### config.mk
export PLATFORM = sky130hd
export DESIGN_NAME = dmem_lsu
export DESIGN_NICKNAME = d
export VERILOG_FILES = /design/src/rtl/dmem_lsu_pkg.sv /design/src/rtl/dmem_lsu_alu.sv /design/src/rtl/dmem_lsu.sv
export SDC_FILE = /design/constraint.sdc
export NUM_CORES = 1
export LEC_CHECK = 0
export ABC_AREA = 1
export CORE_ASPECT_RATIO = 1.25
export CORE_MARGIN = 1.5
export CORE_UTILIZATION = 40
export DETAILED_ROUTE_END_ITERATION = 10
export GPL_TIMING_DRIVEN = 1
export PLACE_DENSITY_LB_ADDON = 0.05
export SYNTH_ARGS = -nofsm -noshare
export SYNTH_HDL_FRONTEND = slang
export SYNTH_HIERARCHICAL = 1
export SYNTH_SLANG_ARGS = --single-unit
### constraint.sdc
create_clock -name clk -period 4.23 [get_ports clk]
set_input_delay 0.846 -clock clk [delete_from_list [all_inputs] [get_ports clk]]
set_output_delay 0.846 -clock clk [all_outputs]
set_load 0.1 [all_outputs]
### src/rtl/dmem_lsu_pkg.sv
// Shared types for the data-memory load/store unit: op encodings, FSM states, default widths.
// Pure declarations, no logic, no latency, no backpressure.
package dmem_lsu_pkg;

    localparam int AW_DEF = 4;
    localparam int DW_DEF = 8;

    typedef enum logic [2:0] {
        OP_LOAD  = 3'd0,
        OP_STORE = 3'd1,
        OP_ADD   = 3'd2,
        OP_AND   = 3'd3,
        OP_OR    = 3'd4,
        OP_XOR   = 3'd5,
        OP_SWAP  = 3'd6,
        OP_RSVD  = 3'd7
    } op_e;

    typedef enum logic [1:0] {
        IDLE = 2'd0,
        RD   = 2'd1,
        WR   = 2'd2,
        RSP  = 2'd3
    } state_e;

    // Read-modify-write ops need both a read and a write cycle.
    function automatic logic is_rmw(op_e op);
        return (op != OP_LOAD) && (op != OP_STORE) && (op != OP_RSVD);
    endfunction

endpackage

### src/rtl/dmem_lsu_alu.sv
// Fetch-and-op combine of old memory value and operand; STORE and SWAP pass the operand through.
// Purely combinational, zero latency, no backpressure.
module dmem_lsu_alu
    import dmem_lsu_pkg::*;
#(
    parameter int DW = DW_DEF
) (
    input  op_e          op,
    input  logic [DW-1:0] rdata,
    input  logic [DW-1:0] wdata,
    output logic [DW-1:0] result
);

    always_comb begin
        result = wdata;
        case (op)
            OP_ADD:  result = rdata + wdata;
            OP_AND:  result = rdata & wdata;
            OP_OR:   result = rdata | wdata;
            OP_XOR:  result = rdata ^ wdata;
            OP_SWAP: result = wdata;
            default: result = wdata;
        endcase
    end

endmodule

### src/rtl/dmem_lsu.sv
// Single-outstanding load/store/fetch-and-op sequencer in front of a combinational-read data memory.
// Response 2 cycles after accept (3 for RMW); rsp_ready low parks the unit in RSP with memory idle.
module dmem_lsu
    import dmem_lsu_pkg::*;
#(
    parameter int AW = AW_DEF,
    parameter int DW = DW_DEF
) (
    input  logic          clk,
    input  logic          rst,
    input  logic          req_valid,
    output logic          req_ready,
    input  logic [2:0]    req_op,
    input  logic [AW-1:0] req_addr,
    input  logic [DW-1:0] req_wdata,
    output logic          rsp_valid,
    input  logic          rsp_ready,
    output logic [DW-1:0] rsp_data,
    output logic          rsp_err,
    output logic          mem_e,
    output logic          mem_we,
    output logic [AW-1:0] mem_addr,
    output logic [DW-1:0] mem_di,
    input  logic [DW-1:0] mem_do
);

    state_e        state;
    state_e        state_nxt;
    op_e           op_q;
    logic [DW-1:0] wdata_q;
    logic [DW-1:0] rdata_q;
    logic [DW-1:0] di_q;
    logic [DW-1:0] alu_res;
    logic          accept;

    assign accept = req_valid && req_ready;

    dmem_lsu_alu #(.DW(DW)) u_alu (
        .op     (op_q),
        .rdata  (rdata_q),
        .wdata  (wdata_q),
        .result (alu_res)
    );

    always_ff @(posedge clk) begin
        if (rst) begin
            state <= IDLE;
        end else begin
            state <= state_nxt;
        end
    end

    always_comb begin
        state_nxt = state;
        req_ready = 1'b0;
        rsp_valid = 1'b0;
        mem_e     = 1'b0;
        mem_we    = 1'b0;
        mem_di    = di_q;
        case (state)
            IDLE: begin
                req_ready = !rst;
                if (req_valid && !rst) begin
                    state_nxt = (op_e'(req_op) == OP_STORE) ? WR : RD;
                end
            end
            RD: begin
                mem_e     = 1'b1;
                state_nxt = is_rmw(op_q) ? WR : RSP;
            end
            WR: begin
                // Write is suppressed in a reset cycle so an aborted RMW leaves memory untouched.
                mem_e     = 1'b1;
                mem_we    = !rst;
                mem_di    = alu_res;
                state_nxt = RSP;
            end
            RSP: begin
                rsp_valid = 1'b1;
                if (rsp_ready) begin
                    state_nxt = IDLE;
                end
            end
            default: state_nxt = IDLE;
        endcase
    end

    always_ff @(posedge clk) begin
        if (rst) begin
            op_q     <= OP_LOAD;
            wdata_q  <= '0;
            rdata_q  <= '0;
            di_q     <= '0;
            mem_addr <= '0;
            rsp_data <= '0;
            rsp_err  <= 1'b0;
        end else begin
            if (accept) begin
                op_q     <= op_e'(req_op);
                wdata_q  <= req_wdata;
                mem_addr <= req_addr;
            end
            case (state)
                RD: begin
                    rdata_q <= mem_do;
                    if (!is_rmw(op_q)) begin
                        rsp_data <= mem_do;
                        rsp_err  <= (op_q == OP_RSVD);
                    end
                end
                WR: begin
                    // mem_di holds the last written value once the write cycle ends.
                    di_q     <= alu_res;
                    rsp_data <= (op_q == OP_STORE) ? wdata_q : rdata_q;
                    rsp_err  <= 1'b0;
                end
                default: ;
            endcase
        end
    end

endmodule

# --- Word level (Yosys, flattened, before mapping) ---
# Cells that the tools add are included.
classes:
  addsub: 1
  n_mux: 16
  n_div: 0
  multipliers: 0
  n_lt_le_gt_ge: 0
  shifts: 0
  eq_ne: 15
  reduce_logical: 11
  bitwise: 3
op_table:
  columns: ["cell", "count"]
  rows:
  - ["one-hot mux 8 bit (4 select lines)", 1]
  - ["two-way mux 8 bit", 3]
  - ["one-hot mux 8 bit (2 select lines)", 1]
  - ["== test 3 bit, second input constant", 3]
  - ["adder 8 bit", 1]
  - ["bitwise AND 8 bit", 1]
  - ["bitwise OR 8 bit", 1]
  - ["one-hot mux 2 bit (4 select lines)", 1]
  - ["bitwise XOR 8 bit", 1]
  - ["== test 3 x 1 -> 1 bit, second input constant", 2]
  - ["== test 3 x 2 -> 1 bit, second input constant", 2]
  - ["two-way mux 1 bit", 6]
  - ["two-way mux 2 bit", 3]
  - ["inequality test 2 bit, second input constant", 3]
  - ["== test 2 bit, second input constant", 2]
  - ["logical AND 1 bit", 4]
  - ["AND reduction 2 bit", 2]
  - ["inequality test 3 x 1 -> 1 bit, second input constant", 1]
  - ["inequality test 3 bit, second input constant", 1]
  - ["nonzero test 3 bit", 1]
  - ["== test 2 x 1 -> 1 bit, second input constant", 1]
  - ["logical NOT 2 bit", 1]
  - ["one-hot mux 1 bit (2 select lines)", 1]
  - ["nonzero test 2 bit", 1]
  - ["2 further kinds", 2]
word_totals:
  latchBits: 0
  inputBits: 27
  out_inout_bits: 25
  rom_bits: 0
  mem_count: 0
  mem_bits_rw: 0
  reg_bits: 42

# --- Logic depth before layout (Yosys ltp) ---
# Gate-level depths: netlist (run 1).
logic_depth:
  ltp_word: 5
  mapped_depth: 12
  ltp_nobuf: 12

# --- Cells and area by module ---
# Netlist (run 1), hierarchy kept.
modules_own_cells:
  columns: ["module", "n_inst", "seq_area_each_um2", "cells_per_inst", "area_per_inst_um2"]
  rows:
  - ["dmem_lsu", 1, 840.8, 274, 1926.8]
  - ["dmem_lsu_alu", 1, 0.0, 142, 788.3]

# --- Worst setup path after synthesis (run 1) ---
# No wires, ideal clock.
synth_path:
  kind: "input port to output port"
  from: "input rst"
  to: "output mem_we"
  arrival_time_ns: 2.307
  path_slack_ns: 1.077
  stages: 2
  path_cell_list: "clkbuf_1 nor2_1"
synth_between:
  elab_chain_cells: 2
synth_rtl:
  columns: ["item", "line_no", "source"]
  rows:
  - ["start: declaration", "dmem_lsu.sv:10", "input logic rst,"]
  - ["logical NOT 1 bit", "dmem_lsu.sv:74", "mem_we = !rst;"]
  - ["two-way mux 1 bit", "dmem_lsu.sv:60", "case (state)"]
  - ["end: declaration", "dmem_lsu.sv:21", "output logic mem_we,"]
# No other way between the ends.

# --- Worst setup path after layout (run 1) ---
layout_path:
  from: "register rdata_q[0]"
  to: "output mem_di[6]"
layout_between:
  elab_chain_cells: 3
layout_rtl:
  columns: ["item", "line_no", "source"]
  rows:
  - ["start: declaration", "dmem_lsu.sv:31", "logic [DW-1:0] rdata_q;"]
  - ["start signal: assignment", "dmem_lsu.sv:105", "rdata_q <= mem_do;"]
  - ["adder 8 bit", "dmem_lsu_alu.sv:17", "OP_ADD: result = rdata + wdata;"]
  - ["one-hot mux 8 bit (4 select lines)", "dmem_lsu_alu.sv:16", "case (op)"]
  - ["named net alu_res[6]", "dmem_lsu.sv:33", "logic [DW-1:0] alu_res;"]
  - ["two-way mux 8 bit", null, null]
  - ["end: declaration", "dmem_lsu.sv:23", "output logic [DW-1:0] mem_di,"]
# The timed path passes the listed nets, and every way through them passes these cells.

==> results of run 1 <==
[logic make-up after synthesis]
group                      after synthesis  share of synthesized area (%)
buffers and inverters                   70                          10.37
and+or+nand+nor                        218                          35.44
xor gates and xnor gates                 1                         0.3226
AOI/OAI and AO/OA                       63                          12.49
adders and majority gates               22                          10.41
DFF                                     42                          30.97
[synth_stat cells (2+ instances only)]
cell type  count
inv_2          7
o21ai_0       27
nand3b_1       2
a21oi_1       23
inv_1         50
nand3_1       33
nand4_1       10
or2_2          8
buf_2          9
clkbuf_1       2
nand2_2        6
o31ai_1        2
ha_1          21
dfxtp_1       42
o2111ai_1      2
o22ai_1        4
nor2_1        27
nor2_2         2
o21ai_1        3
nand2_1      126
nor2_4         4
[worst max-delay path by stage]
stage                                          end                     from  cells after the start
after global placement                   req_ready                      rst                      3
after floorplan                             mem_we                      rst                      2
after detailed placement  mem_addr[3]$_SDFFE_PP0P_                      rst                      6
after global routing                     mem_di[6]  rdata_q[0]$_SDFFE_PP0N_                     12
final                                    mem_di[6]  rdata_q[0]$_SDFFE_PP0N_                     12
after CTS                                mem_di[6]  rdata_q[0]$_SDFFE_PP0N_                     12
[area by class of cell]
type	count	area [sq um]	share of cell area, %
Clock buffer	6	82.58	2.421
Multi-Input combinational cell	304	1593	46.70
Clock inverter	2	60.06	1.761
Timing Repair Buffer	54	508.0	14.89
Tap cell	87	108.9	3.191
Sequential cell	42	840.8	24.65
Inverter	58	217.7	6.383
[worst max-delay path, cell delays in order, from the launching register on]
cell	delay, ps
dfxtp_1	360
ha_1	250
fa_1	400
nand2_1	90
nand3_1	110
nand3_1	130
nand2_1	60
nand2_1	50
nand3_1	60
a21oi_1	140
nand2_1	80
nand2_1	80
buf_4	280
[per-stage QoR]
stage | setup WS, ps | power (W) | area, sq um | hold WS (ps)
6_report | 975.7 | 0.002480 | 3411 | 473.6
5_1_grt | 746.4 | 0.002658 | 3411 | 506.4
3_5_place_dp | 1172 | 0.002101 | 3268 | 464.2
2_1_floorplan | 1077 | 0.001769 | 2715 | 441.6
4_1_cts | 941.4 | 0.002504 | 3411 | 478.2
3_3_place_gp | 1235 | 0.002095 | 3268 | 457.1
[flip-flops by register name, indices dropped and copies added (netlist names)]
register,cells
state,2
op_q,3
rdata_q,8
wdata_q,8
di_q,8
rsp_err,1
mem_addr,4
rsp_data,8
[power by group through the flow]
| stage | clock, W | sequential, W | combinational [W] |
|---|---|---|---|
| 4_1_cts | 0.000405 | 0.000614 | 0.00148 |
| 2_1_floorplan | 0 | 0.000910 | 0.000858 |
| 6_report | 0.000393 | 0.000613 | 0.00147 |
| 3_5_place_dp | 0 | 0.000623 | 0.00148 |
| 5_1_grt | 0.000416 | 0.000628 | 0.00161 |
| 3_3_place_gp | 0 | 0.000620 | 0.00148 |
[routing by layer]
metal / routed length [microns] / track usage, % / share of wire, % / vias to the layer above
li1: - / - / - / 1425
met1: 3197 / 26.30 / 46 / 1197
met2: 3400 / 35.62 / 49 / 55
met3: 261 / 2.584 / 3.7 / 7
met4: 102 / 5.710 / 1.5 / 0
met5: 0 / 0 / 0 / -
==> results.sh, run 1 <==
export IMPL_final_cell_mix="nand2_1, inv_1, dfxtp_1, clkdlybuf4s50_1, nand3_1"
export IMPL_clockPowerShare_pct=15.8
export IMPL_finalMaxSlewViolations=0
export IMPL_antenna_found_initial=0
export IMPL_hold_violations=0
export IMPL_powerDensity_nw_per_um2=727.0
export IMPL_ant_nets=0
export IMPL_clk_pin_slew_ps=90
export IMPL_io_buffers=51
export IMPL_outcome="finished clean"
export IMPL_setup_viol=0
export IMPL_clock_skew_ps=11.73
export IMPL_setup_worst_path_end_class="output pin"
export IMPL_synthToLayoutAreaGrowth_pct=25.62
export IMPL_routabilityCongestion=0.8644
export IMPL_syn_inst=416
export IMPL_min_period_over_period_pct=76.93
export IMPL_min_path_type="flip-flop to flip-flop"
export IMPL_fp_dieArea_sq_um=7294
export IMPL_startpoint_type="flip-flop"
export IMPL_vias_per_cell=4.854
export IMPL_insertion_delay_ps=300
export IMPL_arrival_ps=2410
export IMPL_synthArstFlopShare_pct=0
export IMPL_ir_worst_vdd_v=0.0005384
export IMPL_postSynthAreaPerCell_sq_um=6.527
export IMPL_ys_warn_count=6
export IMPL_wirelength_microns=6961
export IMPL_synth_cell_types=27
export IMPL_yosysTopAreaCell="dfxtp_1"
export IMPL_ys_top_cells_by_area="dfxtp_1, nand2_1, ha_1"
export IMPL_mostFrequentLayoutCell="nand2_1"
export IMPL_die_y_microns=95.11
export IMPL_min_period_ps=3254
export IMPL_worstHoldStart="di_q[0]$_SDFF_PP0_"
export IMPL_p_leak_nw=1.556
export IMPL_post_drt_wl_per_cell_microns=12.59
export IMPL_synth_fp_nets=465
export IMPL_dp_hpwl_microns=5397
export IMPL_drt_iter0_markers=113
export IMPL_clkSinkCount=42
export IMPL_ioPinCount=52
export IMPL_timing_rr_end="di_q[4]$_SDFF_PP0_"
export IMPL_holdPathStages=2
export IMPL_post_cts_buffers=0
export IMPL_worstSetupPathType="flip-flop to output pin"
export IMPL_cts_root_buf="clkbuf_8"
export IMPL_seq_area_frac_synth_pct=30.97
export IMPL_max_freq_mhz=307.3
export IMPL_fp_dieW_microns=76.69
export IMPL_yosys_area_top_type_share_pct=30.97
export IMPL_ys_seq_elements=42
export IMPL_grt_pass1_wl_microns=11860
export IMPL_utilization_pct=51.95
export IMPL_synth_edf_count=0
export IMPL_grt_max_degree=32
export IMPL_hold_end="di_q[0]$_SDFF_PP0_"
export IMPL_firstDrtPassIters=4
export IMPL_r2r_cells=12
export IMPL_grt_usage_pct=20.35
export IMPL_cts_hold_buf=0
export IMPL_cts_htree_levels=2
export IMPL_overflow=0
export IMPL_p_switching_w=0.001325
export IMPL_reg2reg_from="rdata_q[0]$_SDFFE_PP0N_"
export IMPL_ys_flop_type="dfxtp_1"
export IMPL_cts_buffer_depth=2
export IMPL_max_slew_worst_pin_slew_ps=972.4
export IMPL_p_sw_share_pct=53.43
export IMPL_nNetsFinal=514
export IMPL_pwr_share_comb_pct=59.5
export IMPL_worstPathMaxFanout=4
export IMPL_worst_endpoint_required_ps=3380
export IMPL_drc=0
export IMPL_core_sq_um=6565
export IMPL_grt_pass1_vias=2452
export IMPL_layout_drive_gt1_share_pct=10.52
export IMPL_fillers=684
export IMPL_num_rows=33
export IMPL_initial_utilization_pct=41.36
export IMPL_rsz0062_at_grt="false"
export IMPL_r2r_setup_slack_ps=2260
export IMPL_vias=2684
export IMPL_place_inst=545
export IMPL_max_slew_margin_pct=34.97
export IMPL_p_int_w=0.001155
export IMPL_fin_cells=553
export IMPL_drv_cap=0
export IMPL_tns_ps=0
export IMPL_diodes=0
export IMPL_cts_tree="built"
export IMPL_syn_cell_area_sq_um=2715
export IMPL_ctsResizeCount=0
export IMPL_cts_made_buffers=5
export IMPL_power_frac_seq_pct=24.7
Power figures use the tool's default switching activity.
==> run 2: changes to the inputs <==
- clock period: 4.23 -> 2.7 ns (I/O delays scaled with it)
==> run 2 against run 1 <==
  * Setup slack got worse by 920 ps
  * Largest power group unchanged
  * Clock skew decreased by 5.9 ps
  * Worst hold slack got worse by 3.2 ps
  * Largest cell class unchanged
  * Utilization increased by 3.8 points
  * Clock power increased by 7.9%
  * Die area unchanged
  * Sequential share of layout area decreased by 1.0 points
  * Sequential power increased by 56%
==> results.sh, run 2 (synthesis gave the netlist of run 1 again) <==
export IMPL_clk_pin_slew_ps=80
export IMPL_slowest_delay_ps=370
export IMPL_cts_made_buffers=5
export IMPL_hold_violations=0
export IMPL_antenna_found_initial=0
export IMPL_mostFrequentLayoutCell="nand2_1"
export IMPL_vias_per_cell=4.948
export IMPL_min_period_ps=2641
export IMPL_cts_root_buf="clkbuf_8"
export IMPL_fin_cells=563
export IMPL_worst_endpoint_required_ps=2160
export IMPL_powerDensity_nw_per_um2=1080
export IMPL_finalMaxSlewViolations=0
export IMPL_worstSetupPathType="flip-flop to output pin"
export IMPL_layout_drive_gt1_share_pct=21.43
export IMPL_place_ws_ps=184.8
export IMPL_drt_iter0_markers=120
export IMPL_cts_hold_buf=0
export IMPL_grt_usage_pct=21.33
export IMPL_max_freq_mhz=378.6
export IMPL_place_area_sq_um=3433
export IMPL_cts_htree_levels=2
export IMPL_p_leak_nw=1.655
export IMPL_max_slew_margin_pct=71.29
export IMPL_nNetsFinal=524
export IMPL_rsz0062_at_grt="true"
export IMPL_fp_dieW_microns=76.69
export IMPL_fillers=652
export IMPL_fin_area_sq_um=3662
export IMPL_ant_nets=0
export IMPL_ioPinCount=52
export IMPL_outcome="finished clean"
export IMPL_setup_viol=0
export IMPL_wirelength_microns=7476
export IMPL_startpoint_type="flip-flop"
export IMPL_utilization_pct=55.78
export IMPL_io_buffers=51
export IMPL_max_slew_worst_pin_slew_ps=429.3
export IMPL_tns_ps=0
export IMPL_ir_worst_vdd_v=0.001050
export IMPL_initial_utilization_pct=41.36
export IMPL_synthToLayoutAreaGrowth_pct=34.88
export IMPL_insertion_delay_ps=300
export IMPL_clock_skew_ps=5.835
export IMPL_critPathSlowestCell="dfxtp_4"
export IMPL_seq_area_sq_um=864.6
export IMPL_vias=2786
export IMPL_drv_cap=0
export IMPL_core_sq_um=6565
export IMPL_dp_hpwl_microns=5716
export IMPL_drc=0
export IMPL_path_cells="ha_4, fa_2, nand2_2, nand3_2, nand3_1, nand3_1, nand2_1, nor2_1, o21ai_1, nand2_1, nand2_2, buf_12"
export IMPL_place_inst=553
export IMPL_worstPathMaxFanout=4
export IMPL_cts_buffer_depth=2
export IMPL_grt_max_degree=31
export IMPL_arrival_ps=2100
export IMPL_cts_tree="built"
export IMPL_grt_pass1_wl_microns=12300
export IMPL_clkSinkCount=42
export IMPL_firstDrtPassIters=4
export IMPL_grt_pass1_vias=2621
export IMPL_fp_dieArea_sq_um=7294
export IMPL_overflow=0
export IMPL_min_path_type="flip-flop to flip-flop"
export IMPL_diodes=0
export IMPL_setup_worst_path_end_class="output pin"
export IMPL_setup_slack_ps=58.80
export IMPL_num_rows=33
export IMPL_final_cell_mix="nand2_1, inv_1, nand3_1, dfxtp_1, buf_4"
export IMPL_multi_input_area_sq_um=1693
export IMPL_routabilityCongestion=0.8837
export IMPL_die_y_microns=95.11
export IMPL_min_period_over_period_pct=97.82
export IMPL_post_drt_wl_per_cell_microns=13.28
## run 2: changes by cell type in the layout (fill, tap and decap cells not counted), moves of 4 or more
| cell | previous run | this run |
|---|---|---|
| dfxtp_2 | 0 | 7 |
| ha_4 | 0 | 5 |
| ha_1 | 21 | 16 |
| nand2_2 | 6 | 12 |
| dfxtp_1 | 42 | 31 |
| nand2_1 | 126 | 120 |
| dfxtp_4 | 0 | 4 |
| buf_4 | 13 | 27 |
| clkdlybuf4s50_1 | 41 | 26 |
| buf_12 | 0 | 11 |
## run 2: path summary, 6_finish.rpt
| kind | start | endpoint | slack, ps | cells after the start |
|---|---|---|---|---|
| worst min register to register | di_q[5]$_SDFF_PP0_ | di_q[5]$_SDFF_PP0_ | 470 | 2 |
| worst min-delay path | di_q[5]$_SDFF_PP0_ | di_q[5]$_SDFF_PP0_ | 470 | 2 |
| worst max register to register | state[1]$_SDFFE_PP0P_ | rsp_data[5]$_SDFFE_PP0P_ | 900 | 6 |
| worst max-delay path | wdata_q[0]$_SDFFE_PP0P_ | mem_di[4] | 60 | 12 |
## run 2: stage by stage
step,hold WS (ps),total power [W]
after detailed placement,460.2,0.003433
final,470.5,0.003955
after global placement,456.5,0.003415
after CTS,473.1,0.003880
after floorplan,441.6,0.002774
after global routing,509.0,0.004231
## run 2: layer usage
| layer | GRT usage (%) | up-vias | wire, microns |
|---|---|---|---|
| li1 | - | 1449 | - |
| met1 | 26.05 | 1261 | 3290 |
| met2 | 37.61 | 62 | 3719 |
| met3 | 2.967 | 14 | 262 |
| met4 | 8.951 | 0 | 204 |
| met5 | 0 | - | 0 |
## run 2: timing repair
| action | CTS | global route |
|---|---|---|
| pin swaps | 1 | 6 |
| resized for setup | 11 | 22 |
| setup buffers | 0 | 2 |
| setup endpoints to repair | 4 | 7 |
## run 2: area by class of cell
class | count | share of cell area [%]
clock buffers | 7 | 2.357
clock inverters | 1 | 0.1367
inverters | 58 | 6.047
multi-input cells | 304 | 46.22
flip-flops and latches | 42 | 23.61
well taps | 87 | 2.972
repair buffers | 64 | 18.65
## run 2: power by group
part           switching, W  internal, W
clock network      0.000217     0.000207
logic               0.00179     0.000781
registers          0.000152     0.000805
total               0.00216      0.00179
## run 2: critical path, delay by kind of cell, from the launching register on
kind | cells | cell delay [ps]
AO/OA/AOI/OAI | 1 | 100
AND/OR/NAND/NOR | 8 | 620
adder cells (fa/ha/maj) | 2 | 540
buffers and inverters | 1 | 170
flip-flops | 1 | 370
